### src/rtl/fetch_stage.sv
// fetch_stage: single-outstanding instruction fetch unit feeding the instruction FIFO.
//   clk, rst                  clock and asynchronous active-high reset
//   inst_req_valid/ready/addr request channel to the I-cache (8-byte aligned)
//   inst_resp_valid/data      single-cycle response pulse carrying two instructions
//   redirect_valid/pc         backend redirect; new PC with bits [1:0] cleared
//   fifo_full, fifo_rst       FIFO backpressure and flush (flush mirrors redirect_valid)
//   write_en1/2, write_entry1/2  FIFO slot writes, entry = {pc[63:0], inst[31:0]}
//   perf_fetch_cnt            running count of instructions written to the FIFO
module fetch_stage #(
    parameter logic [63:0] RESET_PC = 64'h0000_0000_8000_0000,
    parameter int          CNT_W    = 64
) (
    input  logic             clk,
    input  logic             rst,
    output logic             inst_req_valid,
    input  logic             inst_req_ready,
    output logic [63:0]      inst_req_addr,
    input  logic             inst_resp_valid,
    input  logic [63:0]      inst_resp_data,
    input  logic             redirect_valid,
    input  logic [63:0]      redirect_pc,
    input  logic             fifo_full,
    output logic             fifo_rst,
    output logic             write_en1,
    output logic             write_en2,
    output logic [95:0]      write_entry1,
    output logic [95:0]      write_entry2,
    output logic [CNT_W-1:0] perf_fetch_cnt
);
    typedef enum logic [2:0] {S_IDLE, S_REQ, S_WAIT, S_PUSH, S_DROP} state_t;
    state_t      state, state_n;
    logic [63:0] pc, pc_n, buf_data;
    logic        hs, redir, push;
    assign hs             = inst_req_valid && inst_req_ready;
    // A redirect before the first request has nothing to cancel.
    assign redir          = redirect_valid && (state != S_IDLE);
    assign push           = (state == S_PUSH) && !fifo_full && !redirect_valid;
    assign inst_req_valid = state == S_REQ;
    assign inst_req_addr  = inst_req_valid ? {pc[63:3], 3'b000} : '0;
    assign fifo_rst       = redirect_valid;
    // An odd-word PC only uses the upper half of the bundle.
    assign write_en1      = push;
    assign write_en2      = push && !pc[2];
    assign write_entry1   = write_en1 ? {pc, pc[2] ? buf_data[63:32] : buf_data[31:0]} : '0;
    assign write_entry2   = write_en2 ? {pc + 64'd4, buf_data[63:32]} : '0;
    always_comb begin
        state_n = state;
        pc_n    = redir ? (redirect_pc & ~64'h3) : push ? pc + (pc[2] ? 64'd4 : 64'd8) : pc;
        case (state)
            S_IDLE:  state_n = S_REQ;
            S_REQ:   state_n = hs ? (redir ? S_DROP : S_WAIT) : S_REQ;
            S_WAIT:  state_n = inst_resp_valid ? (redir ? S_REQ : S_PUSH) : (redir ? S_DROP : S_WAIT);
            S_PUSH:  state_n = (redir || !fifo_full) ? S_REQ : S_PUSH;
            S_DROP:  state_n = inst_resp_valid ? S_REQ : S_DROP;
            default: state_n = S_IDLE;
        endcase
    end
    always_ff @(posedge clk or posedge rst) begin
        if (rst) begin
            state          <= S_IDLE;
            pc             <= RESET_PC;
            buf_data       <= '0;
            perf_fetch_cnt <= '0;
        end else begin
            state          <= state_n;
            pc             <= pc_n;
            if (state == S_WAIT && inst_resp_valid && !redir)
                buf_data <= inst_resp_data;
            perf_fetch_cnt <= perf_fetch_cnt + CNT_W'(write_en1) + CNT_W'(write_en2);
        end
    end
    // A response is only legal while one is outstanding or being dropped.
    assert property (@(posedge clk) disable iff (rst)
        !(inst_resp_valid && (state == S_REQ || (state == S_PUSH && !redirect_valid))));
endmodule

### config.mk
export PLATFORM = sky130hd
export DESIGN_NAME = fetch_stage
export DESIGN_NICKNAME = d
export VERILOG_FILES = /design/src/rtl/fetch_stage.sv
export SDC_FILE = /design/constraint.sdc
export NUM_CORES = 1
export LEC_CHECK = 0
export ABC_AREA = 0
export CAP_MARGIN = 20
export CORE_AREA = 3 3 176 178
export DETAILED_ROUTE_END_ITERATION = 10
export DIE_AREA = 0 0 179 181
export PLACE_DENSITY = 0.74
export SYNTH_ARGS = -nofsm -noshare
export SYNTH_HDL_FRONTEND = slang
export SYNTH_SLANG_ARGS = --single-unit
### constraint.sdc
create_clock -name clk -period 20.4 [get_ports clk]
set_input_delay 6.12 -clock clk [delete_from_list [all_inputs] [get_ports clk]]
set_output_delay 6.12 -clock clk [all_outputs]
set_load 0.05 [all_outputs]
==> flow_metrics.env, run 1 <==
export IMPL_status="finished clean"
export IMPL_grt_overflow=0
export IMPL_drtPass1Iterations=6
export IMPL_worstSetupPathType="in -> out"
export IMPL_wirelength_mm=42.7
export IMPL_crit_fanout=114
export IMPL_swShare=0.467
export IMPL_internal_power_mw=0.986
export IMPL_yosysTopAreaCell="dfrtp_1"
export IMPL_antenna_found_initial=7
export IMPL_remaining_drc_errors=0
export IMPL_cellLeakagePower_nw=7.01
export IMPL_die_h_um=181
export IMPL_fillers=2609
export IMPL_track_usage=0.261
export IMPL_cts_setup_buffers=0
export IMPL_fin_nets=1834
export IMPL_worstPathArrival_ns=9.61
export IMPL_met2_length_mm=20.4
export IMPL_path_cells="clkdlybuf4s50_1, or3b_4, or2_2, inv_2, buf_4, and3_1, clkdlybuf4s50_1"
export IMPL_postCtsHoldBufs=0
export IMPL_synth_area_per_cell_sq_um=8.99
export IMPL_post_route_min_period_ns=15.73
export IMPL_grt_pass1_wl_mm=65.5
export IMPL_crit_path_max_incr_delay_ns=0.86
export IMPL_power_density_nw_per_um2=108
export IMPL_async_flop_share=1.00
export IMPL_critPathSlowestCell="clkdlybuf4s50_1"
export IMPL_syn_area_sq_um=11800
export IMPL_hpwl_mm=31.3
export IMPL_grt_pass1_vias=11000
export IMPL_num_io_pins=458
export IMPL_wl_per_cell_um=20.3
export IMPL_drt_initial_drc_count=849
export IMPL_fin_skew_ns=0.0130
export IMPL_drtAntennaViolNets=0
export IMPL_dieArea_sq_um=32400
export IMPL_cap_violations=0
export IMPL_dp_slack_ns=4.69
export IMPL_die_x_um=179
export IMPL_max_freq_mhz=63.6
export IMPL_critPathRequiredTime_ns=14.28
export IMPL_drive_gt1_frac=0.0878
export IMPL_final_common_cell="clkdlybuf4s50_1"
export IMPL_period_share=0.771
export IMPL_synth_edff_count=0
export IMPL_clockPowerShare=0.181
export IMPL_comb_power_share=0.455
export IMPL_cts_htree_levels=4
export IMPL_worstSkewPairLatency_ns=0.44
export IMPL_top_layer_used="met5"
export IMPL_p_seq_frac=0.364
export IMPL_rsz0062_at_grt="no"
export IMPL_synthDistinctLibCells=70
export IMPL_clock_root_buffer="clkbuf_16"
export IMPL_ys_ff_latch=193
export IMPL_gp_congestion=0.898
export IMPL_tritoncts="done"
export IMPL_synth_area_leaders="dfrtp_1, xnor2_1, and2_1"
export IMPL_p_sw_mw=0.863
export IMPL_via_per_inst=5.37
export IMPL_start_kind="input pin"
export IMPL_vias=11300
export IMPL_area_growth_pct=44.2
export IMPL_portBuffers=448
export IMPL_peakVddDrop_mv=0.0469
export IMPL_worstHoldPathType="reg -> reg"
export IMPL_worst_slack_ns=4.67
export IMPL_cts_sinks=193
export IMPL_ys_seq_area_frac=0.408
export IMPL_cts_buffer_depth=2
export IMPL_endpoint_kind="output port"
export IMPL_rows=63
export IMPL_worst_slew_pin_slew_ns=1.05
export IMPL_post_cts_resized_instances=0
export IMPL_core_sq_um=29600
export IMPL_m1WireLength_mm=16.6
export IMPL_maxSlewHeadroom=0.293
export IMPL_hold_violations=0
export IMPL_synth_warning_count=0
export IMPL_setup_violations=0
export IMPL_final_cell_mix="clkdlybuf4s50_1, dfrtp_1, nor2_1"
export IMPL_start_util=0.401
export IMPL_synth_top_area_share=0.406
export IMPL_setup_tns_ns=0
export IMPL_maxSlewViolCount=0
export IMPL_syn_instance_count=1318
export IMPL_cts_clk_slew_worst_paths_ns=0.07
export IMPL_cts_buffers=17
export IMPL_ys_flop_type="dfrtp_1"
export IMPL_met3WireLength_mm=3.93
export IMPL_grt_max_degree=119
export IMPL_crit_top_cell="clkdlybuf4s50_1"
-- power groups by stage --
stage	combinational (mW)	clock, mW	sequential, mW
3_3_place_gp	0.827	0	0.666
2_1_floorplan	0.666	0	0.558
6_report	0.841	0.335	0.672
5_1_grt	0.895	0.359	0.688
4_1_cts	0.840	0.345	0.665
3_5_place_dp	0.837	0	0.672
-- Yosys cell counts (all sizes together), types with 15 or more instances --
cell / number
xnor2: 88
clkbuf: 78
nor4: 15
buf: 33
dfrtp: 192
o21ai: 52
nor3: 39
nand4: 44
nor2: 146
xor2: 52
mux2i: 32
a21oi: 20
mux2: 64
and3: 75
nand3: 59
inv: 21
and2: 121
nand2: 107
-- metal layers --
metal  global-route usage  vias up
met5                    0        -
met4                0.110       10
met3               0.0813      110
met2                0.433      549
met1                0.312     5395
li1                     -     5219
-- state kept, by name (all words and copies together) (netlist names) --
signal and flops:
buf_data 64, state 3, perf_fetch_cnt 64, pc 62
-- final timing paths --
kind	startpoint	end	cells after the start	slack [ns]
min in group asynchronous	rst	perf_fetch_cnt[19]	2	6.20
setup / recovery	redirect_valid	write_entry2[12]	7	4.67
hold / removal	perf_fetch_cnt[63]	perf_fetch_cnt[63]	1	0.47
setup reg to reg	state[1]	perf_fetch_cnt[58]	14	15.20
max in group asynchronous	rst	perf_fetch_cnt[28]	4	12.93
hold reg to reg	perf_fetch_cnt[63]	perf_fetch_cnt[63]	1	0.47
-- cell families (layout without fill, tap and decap cells) --
family,after synthesis,count (layout),synth area share
AOI/OAI and AO/OA,92,92,0.0453
xor gates and xnor gates,140,140,0.105
adders and majority gates,4,4,0.00423
buffers and inverters,132,517,0.0510
DFF,193,193,0.408
muxes,96,96,0.0879
other,1,9,0.000317
and+or+nand+nor,660,660,0.299
-- final cells by class --
cell class	instances	area, sq um	share of cell area
flip-flops and latches	193	4830	0.283
well taps	390	488	0.0286
diodes	2	5.00	0.000293
repair buffers	464	4640	0.272
clock inverters	15	153	0.00894
inverters	21	86.3	0.00506
clock buffers	17	425	0.0249
multi-input cells	999	6450	0.378
-- metrics by stage --
| stage | hold WS [ns] | cells | power, mW | instance area, sq um | util |
|---|---|---|---|---|---|
| 2_1_floorplan | 0.479 | 1324 | 1.22 | 11900 | - |
| 3_3_place_gp | 0.463 | 2065 | 1.49 | 16400 | 0.556 |
| 3_5_place_dp | 0.458 | 2065 | 1.51 | 16400 | 0.556 |
| 4_1_cts | 0.472 | 2097 | 1.85 | 17000 | 0.576 |
| 5_1_grt | 0.480 | 2101 | 1.94 | 17100 | 0.578 |
| 6_report | 0.466 | 2101 | 1.85 | 17100 | 0.578 |
-- worst max-delay path: cells and delay by family --
family | cells | cell delay (ns)
buffers and inverters | 4 | 2.28
and+or+nand+nor | 3 | 1.15
(Power assumes the default switching activity.)
==> run 2, diff against run 1 <==
--- a/config.mk
+++ b/config.mk
@@ -7,10 +7,10 @@
 export LEC_CHECK = 0
 export ABC_AREA = 0
 export CAP_MARGIN = 20
-export CORE_AREA = 3 3 176 178
+export CORE_AREA = 3 3 177 179
 export DETAILED_ROUTE_END_ITERATION = 10
-export DIE_AREA = 0 0 179 181
-export PLACE_DENSITY = 0.74
+export DIE_AREA = 0 0 180 182
+export PLACE_DENSITY = 0.73
 export SYNTH_ARGS = -nofsm -noshare
 export SYNTH_HDL_FRONTEND = slang
 export SYNTH_SLANG_ARGS = --single-unit
==> constraint.sdc (replaced) <==
create_clock -name clk -period 15.6 [get_ports clk]
set_input_delay 4.68 -clock clk [delete_from_list [all_inputs] [get_ports clk]]
set_output_delay 4.68 -clock clk [all_outputs]
set_load 0.05 [all_outputs]
==> run 2 against run 1 <==
Against the previous run: cell area about the same; die area up 1.1%; global-route usage down 0.21 points; register-to-register slack worse by 5.2 ns; first-iteration DRC count down 22%; critical path type unchanged; largest cell class unchanged; highest routed layer unchanged.
==> flow_metrics.env, run 2 (synthesis gave the netlist of run 1 again) <==
export IMPL_status="finished clean"
export IMPL_setup_tns_ns=0
export IMPL_gp_congestion=0.883
export IMPL_p_sw_mw=1.15
export IMPL_cts_sinks=193
export IMPL_worstHoldPathType="reg -> reg"
export IMPL_final_area_sq_um=17100
export IMPL_power_density_nw_per_um2=142
export IMPL_worstSkewPairLatency_ns=0.44
export IMPL_hpwl_mm=31.5
export IMPL_via_per_inst=5.33
export IMPL_p_seq_frac=0.360
export IMPL_vias=11200
export IMPL_grt_max_degree=131
export IMPL_die_h_um=182
export IMPL_cts_clk_slew_worst_paths_ns=0.09
export IMPL_cellLeakagePower_nw=7.01
export IMPL_post_route_min_period_ns=13.20
export IMPL_drtAntennaViolNets=0
export IMPL_postCtsHoldBufs=0
export IMPL_critPathRequiredTime_ns=10.92
export IMPL_cts_buffer_depth=2
export IMPL_drive_gt1_frac=0.0862
export IMPL_comb_power_share=0.450
export IMPL_clock_root_buffer="clkbuf_16"
export IMPL_setup_violations=0
export IMPL_area_growth_pct=44.1
export IMPL_internal_power_mw=1.28
export IMPL_cts_buffers=17
export IMPL_finalPower_mw=2.43
export IMPL_cap_violations=0
export IMPL_wirelength_mm=43.2
export IMPL_endpoint_kind="output port"
export IMPL_path_cells="clkdlybuf4s50_1, or3b_4, or2_2, buf_4, clkinv_2, buf_4, and2_1, clkdlybuf4s50_1"
export IMPL_dieArea_sq_um=32800
export IMPL_clockPowerShare=0.190
export IMPL_grt_overflow=0
export IMPL_num_io_pins=458
export IMPL_portBuffers=448
export IMPL_cts_htree_levels=4
export IMPL_rsz0062_at_grt="no"
export IMPL_die_x_um=180
export IMPL_worst_slew_pin_slew_ns=1.10
export IMPL_post_cts_resized_instances=0
export IMPL_final_cell_mix="clkdlybuf4s50_1, dfrtp_1, nor2_1"
export IMPL_swShare=0.472
export IMPL_crit_path_max_incr_delay_ns=0.84
export IMPL_fin_skew_ns=0.0205
export IMPL_wl_per_cell_um=20.6
export IMPL_tritoncts="done"
export IMPL_crit_family="buffers and inverters"
export IMPL_fin_nets=1831
export IMPL_core_sq_um=29700
export IMPL_max_freq_mhz=75.7
export IMPL_fin_util=0.574
export IMPL_peakVddDrop_mv=0.0712
export IMPL_grt_pass1_vias=11500
export IMPL_start_util=0.399
export IMPL_path_buf_inv=5
export IMPL_top_regs="buf_data: 64 flops, perf_fetch_cnt: 64 flops, pc: 62 flops"
export IMPL_drt_initial_drc_count=658
export IMPL_maxSlewViolCount=0
export IMPL_maxSlewHeadroom=0.268
export IMPL_cts_setup_buffers=0
export IMPL_instances_no_fill=2098
export IMPL_start_kind="input pin"
export IMPL_grt_pass1_wl_mm=67.5
export IMPL_post_dp_cell_area_sq_um=16400
export IMPL_crit_fanout=114
export IMPL_drtPass1Iterations=5
export IMPL_hold_violations=0
export IMPL_track_usage=0.259
export IMPL_worstSetupPathType="in -> out"
export IMPL_antenna_found_initial=7
export IMPL_critPathSlowestCell="clkdlybuf4s50_1"
export IMPL_final_common_cell="clkdlybuf4s50_1"
export IMPL_remaining_drc_errors=0
export IMPL_worstPathArrival_ns=8.52
export IMPL_rows=63
export IMPL_period_share=0.846
export IMPL_dp_cells=2064
-- run 2: changes by cell type in the layout (fill, tap and decap cells not counted) --
cell,change
buf_16,-1
clkbuf_8,+1
inv_8,+1
clkinv_8,+5
inv_2,-1
buf_4,-1
clkinvlp_4,-5
bufinv_16,-1
inv_12,+1
inv_6,-1
buf_12,-1
-- run 2: power by group through the flow --
stage          registers (mW)  clock network [mW]  logic [mW]
2_1_floorplan           0.729                   0       0.871
3_3_place_gp            0.870                   0        1.08
3_5_place_dp            0.877                   0        1.10
4_1_cts                 0.867               0.474        1.10
5_1_grt                 0.898               0.493        1.17
6_report                0.874               0.462        1.09
-- run 2: layer usage --
layer	part of all wire	up-vias	track usage
met5	0.0019	-	0
met4	0.041	10	0.106
met3	0.082	108	0.0751
met2	0.48	459	0.431
met1	0.40	5409	0.317
li1	-	5201	-
-- run 2: worst register-to-register path, cell delays in order (launching register included) --
cell and delay (ns):
dfrtp_1 0.55, or3b_4 0.49, or2_2 0.31, buf_4 0.31, clkinv_2 0.10, buf_4 0.76, ha_1 0.29, inv_1 0.06
o41ai_4 0.08, ha_1 0.31, nand3_1 0.15, nor4_1 0.85, and3_1 0.54, nand4_1 0.32, nor3_1 0.28, xor2_1 0.17
-- run 2: area by class of cell --
class / instances / area, sq um
clock buffers: 18 / 439
repair buffers: 461 / 4580
multi-input cells: 999 / 6450
well taps: 390 / 488
flip-flops and latches: 193 / 4830
clock inverters: 14 / 180
inverters: 21 / 87.6
fillers: 2676 / 12700
diodes: 2 / 5.00
-- run 2: stage by stage --
step,hold slack [ns],setup slack (ns)
2_1_floorplan,0.479,4.15
3_3_place_gp,0.460,2.41
3_5_place_dp,0.465,2.38
4_1_cts,0.482,2.38
5_1_grt,0.499,2.21
6_report,0.478,2.40
-- run 2: final timing paths --
kind	startpoint	to	slack [ns]	cells after the start
setup / recovery	redirect_valid	write_entry1[84]	2.40	8
min in group asynchronous	rst	perf_fetch_cnt[15]	4.86	2
setup reg to reg	state[1]	perf_fetch_cnt[58]	9.96	15
hold reg to reg	perf_fetch_cnt[63]	perf_fetch_cnt[63]	0.48	1
max in group asynchronous	rst	pc[2]	9.22	3
hold / removal	perf_fetch_cnt[63]	perf_fetch_cnt[63]	0.48	1
